### src/rtl/wash_countdown_pkg.sv
// Shared definitions for the wash countdown timer: FSM encoding, blank display
// code and BCD digit limits.
package wash_countdown_pkg;

  typedef enum logic [1:0] {
    ST_IDLE  = 2'd0,
    ST_RUN   = 2'd1,
    ST_PAUSE = 2'd2,
    ST_DONE  = 2'd3
  } state_e;

  localparam logic [3:0] BLANK_CODE = 4'hF;
  localparam logic [3:0] BCD_MAX9   = 4'd9;
  localparam logic [3:0] BCD_MAX5   = 4'd5;

  function automatic logic [3:0] bcd_sat(input logic [3:0] val, input logic [3:0] max);
    return (val > max) ? max : val;
  endfunction

endpackage

### src/rtl/wash_countdown_bcd_down_digit.sv
// One BCD down-counting digit with a programmable top value; borrow_o fires
// when a decrement wraps the digit from 0 back to max_i.
module bcd_down_digit
  import wash_countdown_pkg::*;
(
  input  logic       clk,
  input  logic       rst_n,
  input  logic       clr_i,
  input  logic       load_i,
  input  logic [3:0] load_val_i,
  input  logic       dec_i,
  input  logic [3:0] max_i,
  output logic [3:0] digit_o,
  output logic       borrow_o
);

  logic [3:0] digit_q, digit_d;

  always_comb begin
    digit_d = digit_q;
    if (clr_i) begin
      digit_d = 4'd0;
    end else if (load_i) begin
      digit_d = bcd_sat(load_val_i, max_i);
    end else if (dec_i) begin
      digit_d = (digit_q == 4'd0) ? max_i : digit_q - 4'd1;
    end
  end

  always_ff @(posedge clk or negedge rst_n) begin
    if (!rst_n) begin
      digit_q <= 4'd0;
    end else begin
      digit_q <= digit_d;
    end
  end

  assign digit_o  = digit_q;
  assign borrow_o = dec_i && (digit_q == 4'd0);

endmodule

### src/rtl/wash_countdown.sv
// MM:SS countdown controller with run/pause/done sequencing and BCD outputs.
// Define WASH_BLINK_EN to blank the display periodically while paused.
//   state | meaning
//   IDLE  | time loaded or cleared, waiting for start
//   RUN   | prescaler running, one-second ticks decrement time
//   PAUSE | time and prescaler frozen
//   DONE  | reached 00:00, waits for load or abort
module wash_countdown
  import wash_countdown_pkg::*;
#(
  parameter int TICK_DIV  = 50000000,
  parameter int BLINK_DIV = 25000000
) (
  input  logic       clk,
  input  logic       rst_n,
  input  logic       load,
  input  logic [7:0] set_min,
  input  logic [7:0] set_sec,
  input  logic       start,
  input  logic       pause,
  input  logic       abort,
  output logic [3:0] seg3,
  output logic [3:0] seg2,
  output logic [3:0] seg1,
  output logic [3:0] seg0,
  output logic       running,
  output logic       done
);

  localparam int PW = (TICK_DIV > 1) ? $clog2(TICK_DIV) : 1;
  localparam logic [PW-1:0] TICK_LAST = PW'(TICK_DIV - 1);

  if (TICK_DIV < 1 || BLINK_DIV < 1) begin : g_bad_div
    $error("wash_countdown: TICK_DIV and BLINK_DIV must be at least 1");
  end

  state_e        state_q, state_d;
  logic [PW-1:0] presc_q, presc_d;
  logic          done_q, done_d;
  logic          tick, load_en;
  logic [3:0]    dig3, dig2, dig1, dig0;
  logic          borrow0, borrow1, borrow2, borrow3;
  logic          time_zero, last_sec;
  logic          unused_borrow;

  assign time_zero = (dig3 == 4'd0) && (dig2 == 4'd0) && (dig1 == 4'd0) && (dig0 == 4'd0);
  assign last_sec  = (dig3 == 4'd0) && (dig2 == 4'd0) && (dig1 == 4'd0) && (dig0 == 4'd1);

  always_ff @(posedge clk or negedge rst_n) begin
    if (!rst_n) begin
      state_q <= ST_IDLE;
      presc_q <= '0;
      done_q  <= 1'b0;
    end else begin
      state_q <= state_d;
      presc_q <= presc_d;
      done_q  <= done_d;
    end
  end

  always_comb begin
    state_d = state_q;
    if (abort) begin
      state_d = ST_IDLE;
    end else begin
      unique case (state_q)
        ST_IDLE:  if (!load && start && !time_zero) state_d = ST_RUN;
        ST_RUN: begin
          if (tick && last_sec) state_d = ST_DONE;
          else if (pause)       state_d = ST_PAUSE;
        end
        ST_PAUSE: if (start || pause) state_d = ST_RUN;
        ST_DONE:  if (load) state_d = ST_IDLE;
        default:  state_d = ST_IDLE;
      endcase
    end
  end

  // The pause cycle itself still advances the prescaler; PAUSE then freezes it.
  always_comb begin
    tick    = (state_q == ST_RUN) && (presc_q == TICK_LAST) && !abort && !time_zero;
    load_en = !abort && load && ((state_q == ST_IDLE) || (state_q == ST_DONE));
    presc_d = presc_q;
    if (abort) begin
      presc_d = '0;
    end else if (state_q == ST_RUN) begin
      presc_d = (presc_q == TICK_LAST) ? '0 : presc_q + 1'b1;
    end else if (state_q != ST_PAUSE) begin
      presc_d = '0;
    end
    done_d = (state_q == ST_RUN) && (state_d == ST_DONE);
  end

  bcd_down_digit u_sec_ones (
    .clk(clk), .rst_n(rst_n), .clr_i(abort), .load_i(load_en),
    .load_val_i(set_sec[3:0]), .dec_i(tick), .max_i(BCD_MAX9),
    .digit_o(dig0), .borrow_o(borrow0)
  );

  bcd_down_digit u_sec_tens (
    .clk(clk), .rst_n(rst_n), .clr_i(abort), .load_i(load_en),
    .load_val_i(set_sec[7:4]), .dec_i(borrow0), .max_i(BCD_MAX5),
    .digit_o(dig1), .borrow_o(borrow1)
  );

  bcd_down_digit u_min_ones (
    .clk(clk), .rst_n(rst_n), .clr_i(abort), .load_i(load_en),
    .load_val_i(set_min[3:0]), .dec_i(borrow1), .max_i(BCD_MAX9),
    .digit_o(dig2), .borrow_o(borrow2)
  );

  bcd_down_digit u_min_tens (
    .clk(clk), .rst_n(rst_n), .clr_i(abort), .load_i(load_en),
    .load_val_i(set_min[7:4]), .dec_i(borrow2), .max_i(BCD_MAX9),
    .digit_o(dig3), .borrow_o(borrow3)
  );

  // Ticks stop at 00:01 -> 00:00, so the top digit never borrows.
  assign unused_borrow = borrow3;

  assign running = (state_q == ST_RUN);
  assign done    = done_q;

`ifdef WASH_BLINK_EN
  localparam int BW = (BLINK_DIV > 1) ? $clog2(BLINK_DIV) : 1;
  localparam logic [BW-1:0] BLINK_LAST = BW'(BLINK_DIV - 1);

  logic [BW-1:0] blink_cnt_q, blink_cnt_d;
  logic          blank_q, blank_d;

  always_comb begin
    blink_cnt_d = '0;
    blank_d     = 1'b0;
    if ((state_q == ST_PAUSE) && (state_d == ST_PAUSE)) begin
      if (blink_cnt_q == BLINK_LAST) begin
        blink_cnt_d = '0;
        blank_d     = !blank_q;
      end else begin
        blink_cnt_d = blink_cnt_q + 1'b1;
        blank_d     = blank_q;
      end
    end
  end

  always_ff @(posedge clk or negedge rst_n) begin
    if (!rst_n) begin
      blink_cnt_q <= '0;
      blank_q     <= 1'b0;
    end else begin
      blink_cnt_q <= blink_cnt_d;
      blank_q     <= blank_d;
    end
  end

  assign seg3 = blank_q ? BLANK_CODE : dig3;
  assign seg2 = blank_q ? BLANK_CODE : dig2;
  assign seg1 = blank_q ? BLANK_CODE : dig1;
  assign seg0 = blank_q ? BLANK_CODE : dig0;
`else
  assign seg3 = dig3;
  assign seg2 = dig2;
  assign seg1 = dig1;
  assign seg0 = dig0;
`endif

endmodule
### config.mk
export PLATFORM = sky130hd
export DESIGN_NAME = wash_countdown
export DESIGN_NICKNAME = d
export VERILOG_FILES = /design/src/rtl/wash_countdown_pkg.sv /design/src/rtl/wash_countdown_bcd_down_digit.sv /design/src/rtl/wash_countdown.sv
export SDC_FILE = /design/constraint.sdc
export NUM_CORES = 1
export LEC_CHECK = 0
export BUFFER_PORTS_ARGS = -buffer_cell sky130_fd_sc_hd__buf_2
export CAP_MARGIN = 15
export CORE_ASPECT_RATIO = 0.8
export CORE_MARGIN = 5
export CORE_UTILIZATION = 25
export CTS_CLUSTER_DIAMETER = 30
export DETAILED_ROUTE_END_ITERATION = 10
export HOLD_SLACK_MARGIN = 0.06
export MAX_ROUTING_LAYER = met4
export PLACE_DENSITY_LB_ADDON = 0.05
export REMOVE_ABC_BUFFERS = 1
export SYNTH_ARGS = -nofsm -noshare
export SYNTH_HDL_FRONTEND = slang
export SYNTH_SLANG_ARGS = --single-unit
### constraint.sdc
create_clock -name clk -period 2.76 [get_ports clk]
set_clock_uncertainty 0.15 [all_clocks]
set_input_delay 0.276 -clock clk [delete_from_list [all_inputs] [get_ports clk]]
set_output_delay 0.276 -clock clk [all_outputs]
set_load 0.005 [all_outputs]
==> load_flow_metrics.sql <==
INSERT INTO impl_metrics (metric_group, metric, value, unit) VALUES
('timing', 'max_freq', '387', 'MHz'),
('placement', 'routabilityCongestion', '0.751', ''),
('outcome', 'run_status', 'finished, final reports clean', ''),
('clock_tree', 'clock_insertion_delay_worst_skew', '0.29', 'ns'),
('synthesis', 'synth_enable_flop_cells', '0', ''),
('critical_path', 'cp_data_required_time', '2.81', 'ns'),
('synthesis', 'synth.largest_area_cell', 'sky130_fd_sc_hd__dfrtp_1', ''),
('timing', 'rsz0062_at_grt', 'false', ''),
('power', 'power.leakage', '0.00147', 'µW'),
('clock_tree', 'h-tree-depth', '2', ''),
('timing', 'setup_tns', '0', 'ns'),
('timing', 'maxSlewViolCount', '0', ''),
('grt', 'first_global_vias', '2692', ''),
('floorplan', 'floorplan.initialDensity', '25.2', '%'),
('critical_path', 'timing.critical_path.slowest_cell_delay', '0.56', 'ns'),
('clock_tree', 'cts.path.max_buffers', '2', ''),
('cells_and_area', 'multi_input_comb_area', '1800', 'µm²'),
('clock_tree', 'post_cts_setup_repair_buffer_count', '0', ''),
('placement', 'buffer_ports.inserted', '39', ''),
('clock_tree', 'cts_tree', 'yes', ''),
('detailed_routing', 'routed_vias', '2747', ''),
('critical_path', 'crit_path_start_kind', 'flip-flop', ''),
('detailed_routing', 'route.detailed.wl_per_inst', '16.7', 'µm'),
('detailed_routing', 'detailedRoute.firstIterationViolations', '84', ''),
('timing', 'timing_worst_slew_pin_value', '0.683', 'ns'),
('floorplan', 'fp.coreArea', '12000', 'µm²'),
('cells_and_area', 'drive_above_1_share', '22.5', '%'),
('clock_tree', 'cts-root-buf', 'sky130_fd_sc_hd__clkbuf_16', ''),
('timing', 'hold_violations', '0', ''),
('cells_and_area', 'fillers', '1275', ''),
('detailed_routing', 'detail_route.wirelength', '9.06', 'mm'),
('critical_path', 'critPathCaptureType', 'flip-flop', ''),
('placement', 'detailed_place_hpwl', '6.82', 'mm'),
('detailed_routing', 'detailedRoute.firstPassIterationCount', '4', ''),
('critical_path', 'slowest_stage_cell_crit_path', 'sky130_fd_sc_hd__or3b_2', ''),
('critical_path', 'worst-r2r-cell-count', '7', ''),
('detailed_routing', 'final_antenna_net_count', '0', ''),
('timing', 'tightest_slew_margin_relative_to_the_limit', '54.4', '%'),
('synthesis', 'async_reset_ff_share', '100', '%'),
('synthesis', 'synthCells', '333', ''),
('cells_and_area', 'area.sequential', '1130', 'µm²'),
('floorplan', 'die_w', '133', 'µm'),
('timing', 'report.final.setup_viol', '0', ''),
('clock_tree', 'cts.reportedPaths.clkPinSlew', '0.06', 'ns'),
('clock_tree', 'tritoncts_num_sinks', '45', ''),
('detailed_routing', 'avgViaCountPerCell', '5.06', ''),
('grt', 'first_pass_grt_wire_length', '14.7', 'mm'),
('clock_tree', 'cts_buffers', '5', ''),
('cells_and_area', 'antennaDiodeCount', '0', ''),
('floorplan', 'full_die_area', '14400', 'µm²'),
('cells_and_area', 'area_delta_synth_final', '21.3', '%'),
('synthesis', 'synthDistinctLibCells', '61', ''),
('critical_path', 'critical-path-top-delay-family', 'simple AND/OR/NAND/NOR gates', ''),
('placement', 'place.detailed.instances', '534', ''),
('synthesis', 'synth_top_area_share', '37.1', '%'),
('floorplan', 'die-height', '108', 'µm'),
('worst_hold_path', 'hold_depth', '3', ''),
('detailed_routing', 'route.detailed.drc', '0', ''),
('power', 'pwr_total', '2180', 'µW'),
('synthesis', 'synth_area_leaders', 'sky130_fd_sc_hd__dfrtp_1 37%, sky130_fd_sc_hd__xnor2_1 4.6%, sky130_fd_sc_hd__ha_1 4.5%', ''),
('critical_path', 'path_cells', 'inv_1 > ha_1 > or3b_2 > nor4_2 > nand4_1 > xor2_1 > a211oi_1', ''),
('floorplan', 'io-pin-count', '40', ''),
('critical_path', 'critical_path_depth', '7', ''),
('floorplan', 'placementRows', '36', ''),
('timing', 'timing.final.crit_share', '93.6', '%'),
('worst_hold_path', 'hp-class', 'input port to flip-flop', ''),
('synthesis', 'synth_seq_cells', '45', ''),
('critical_path', 'cp.buffers_inverters', '1', ''),
('grt', 'grt_antenna_before_repair', '0', ''),
('power', 'p_per_area', '593', 'nW/µm²'),
('synthesis', 'synth_flop_cell', 'sky130_fd_sc_hd__dfrtp_1', '');
[cells in the final DEF (no fill, tap or decap), types with 4 or more instances in the layout]
cell type                    n
sky130_fd_sc_hd__nand2_1    21
sky130_fd_sc_hd__or3_1       4
sky130_fd_sc_hd__clkbuf_16   5
sky130_fd_sc_hd__xnor2_1    16
sky130_fd_sc_hd__xor2_1      6
sky130_fd_sc_hd__a21oi_1    11
sky130_fd_sc_hd__nand2b_1    4
sky130_fd_sc_hd__buf_4      18
sky130_fd_sc_hd__nand3b_1    6
sky130_fd_sc_hd__nand3_1    14
sky130_fd_sc_hd__a211oi_1    4
sky130_fd_sc_hd__nand4b_1    5
sky130_fd_sc_hd__nor4_1      8
sky130_fd_sc_hd__or3b_2      5
sky130_fd_sc_hd__nor3b_1     4
sky130_fd_sc_hd__nor3_1     13
sky130_fd_sc_hd__ha_1       11
sky130_fd_sc_hd__or4_1       4
sky130_fd_sc_hd__nand4_1    12
sky130_fd_sc_hd__o21ai_0    17
sky130_fd_sc_hd__a31oi_1     8
sky130_fd_sc_hd__nor2_1     31
sky130_fd_sc_hd__inv_1      17
sky130_fd_sc_hd__buf_2      39
sky130_fd_sc_hd__dfrtp_1    45
[flip-flops by register name, indices dropped and copies added (netlist names)]
name                cells
presc_q                26
u_min_ones.digit_o      4
u_sec_ones.digit_o      4
state_q                 2
u_min_tens.digit_o      4
done                    1
u_sec_tens.digit_o      4
[area by class of cell]
| cell class | instances | area share [%] |
|---|---|---|
| well taps | 152 | 5.17 |
| multi-input cells | 262 | 48.9 |
| repair buffers | 59 | 9.80 |
| inverters | 17 | 1.74 |
| flip-flops and latches | 45 | 30.6 |
| clock buffers | 8 | 3.71 |
[metrics by stage]
step	hold slack [ns]	utilization, %	instance area [µm²]	setup slack (ns)
2_1_floorplan	-0.170	-	2980	0.284
3_3_place_gp	0.296	29.3	3520	0.253
3_5_place_dp	0.288	29.3	3520	0.165
4_1_cts	0.131	30.5	3670	0.166
5_1_grt	0.160	30.6	3680	0.00399
6_report	0.136	30.6	3680	0.178
[report_power, final]
| group | leakage (µW) | internal [µW] | switching, µW |
|---|---|---|---|
| sequential | 0.000614 | 730 | 88.4 |
| clock | 0.0000652 | 338 | 258 |
| combinational | 0.000795 | 341 | 425 |
| total | 0.00147 | 1410 | 772 |
[repair_timing]
action / in CTS / in global routing
hold buffers: 1 / 0
endpoints found under the hold margin: 45 / 0
gates resized for setup: 0 / 1
endpoints found under the setup margin: 0 / 1
[worst register-to-register path, cell delays in order (launching register included)]
cell and delay, ns:
sky130_fd_sc_hd__dfrtp_1 0.41, sky130_fd_sc_hd__inv_1 0.09, sky130_fd_sc_hd__ha_1 0.20, sky130_fd_sc_hd__or3b_2 0.56, sky130_fd_sc_hd__nor4_2 0.52, sky130_fd_sc_hd__nand4_1 0.18
sky130_fd_sc_hd__xor2_1 0.18, sky130_fd_sc_hd__a211oi_1 0.22
[routing by layer]
layer	share of wire (%)	track usage [%]	up-vias
met5	0	-	-
met4	0.51	2.86	0
met3	3.3	2.56	4
met2	41	17.3	38
met1	55	20.6	1345
li1	-	-	1360
[kinds of logic after synthesis]
kind of cell             count (synthesis)  share of synthesized area, %
AO/OA/AOI/OAI                           63                          13.6
flip-flops                              45                          37.1
AND/OR/NAND/NOR                        160                          32.4
adder cells (fa/ha/maj)                 11                          4.54
buffers and inverters                   26                          3.67
XOR/XNOR                                22                          6.36
multiplexers                             6                          2.27
[synthesized netlist by cell type, drive strengths merged, types with 8 or more instances]
library cell,n
a31oi,8
inv,17
dfrtp,45
nor2,32
nand4,12
nor4,12
o21ai,18
xnor2,16
nand2,21
nand3,15
ha,11
a21oi,12
nor3,13
[final timing paths]
kind | from | endpoint | slack (ns)
max | u_sec_tens.digit_o[0] | u_min_tens.digit_o[3] | 0.18
min | set_min[6] | u_min_tens.digit_o[2] | 0.14
max reg2reg | u_sec_tens.digit_o[0] | u_min_tens.digit_o[3] | 0.18
min reg2reg | presc_q[1] | presc_q[1] | 0.40
max in group asynchronous | rst_n | u_min_tens.digit_o[0] | 1.54
min in group asynchronous | rst_n | presc_q[15] | 0.48
Power figures use the tool's default switching activity.
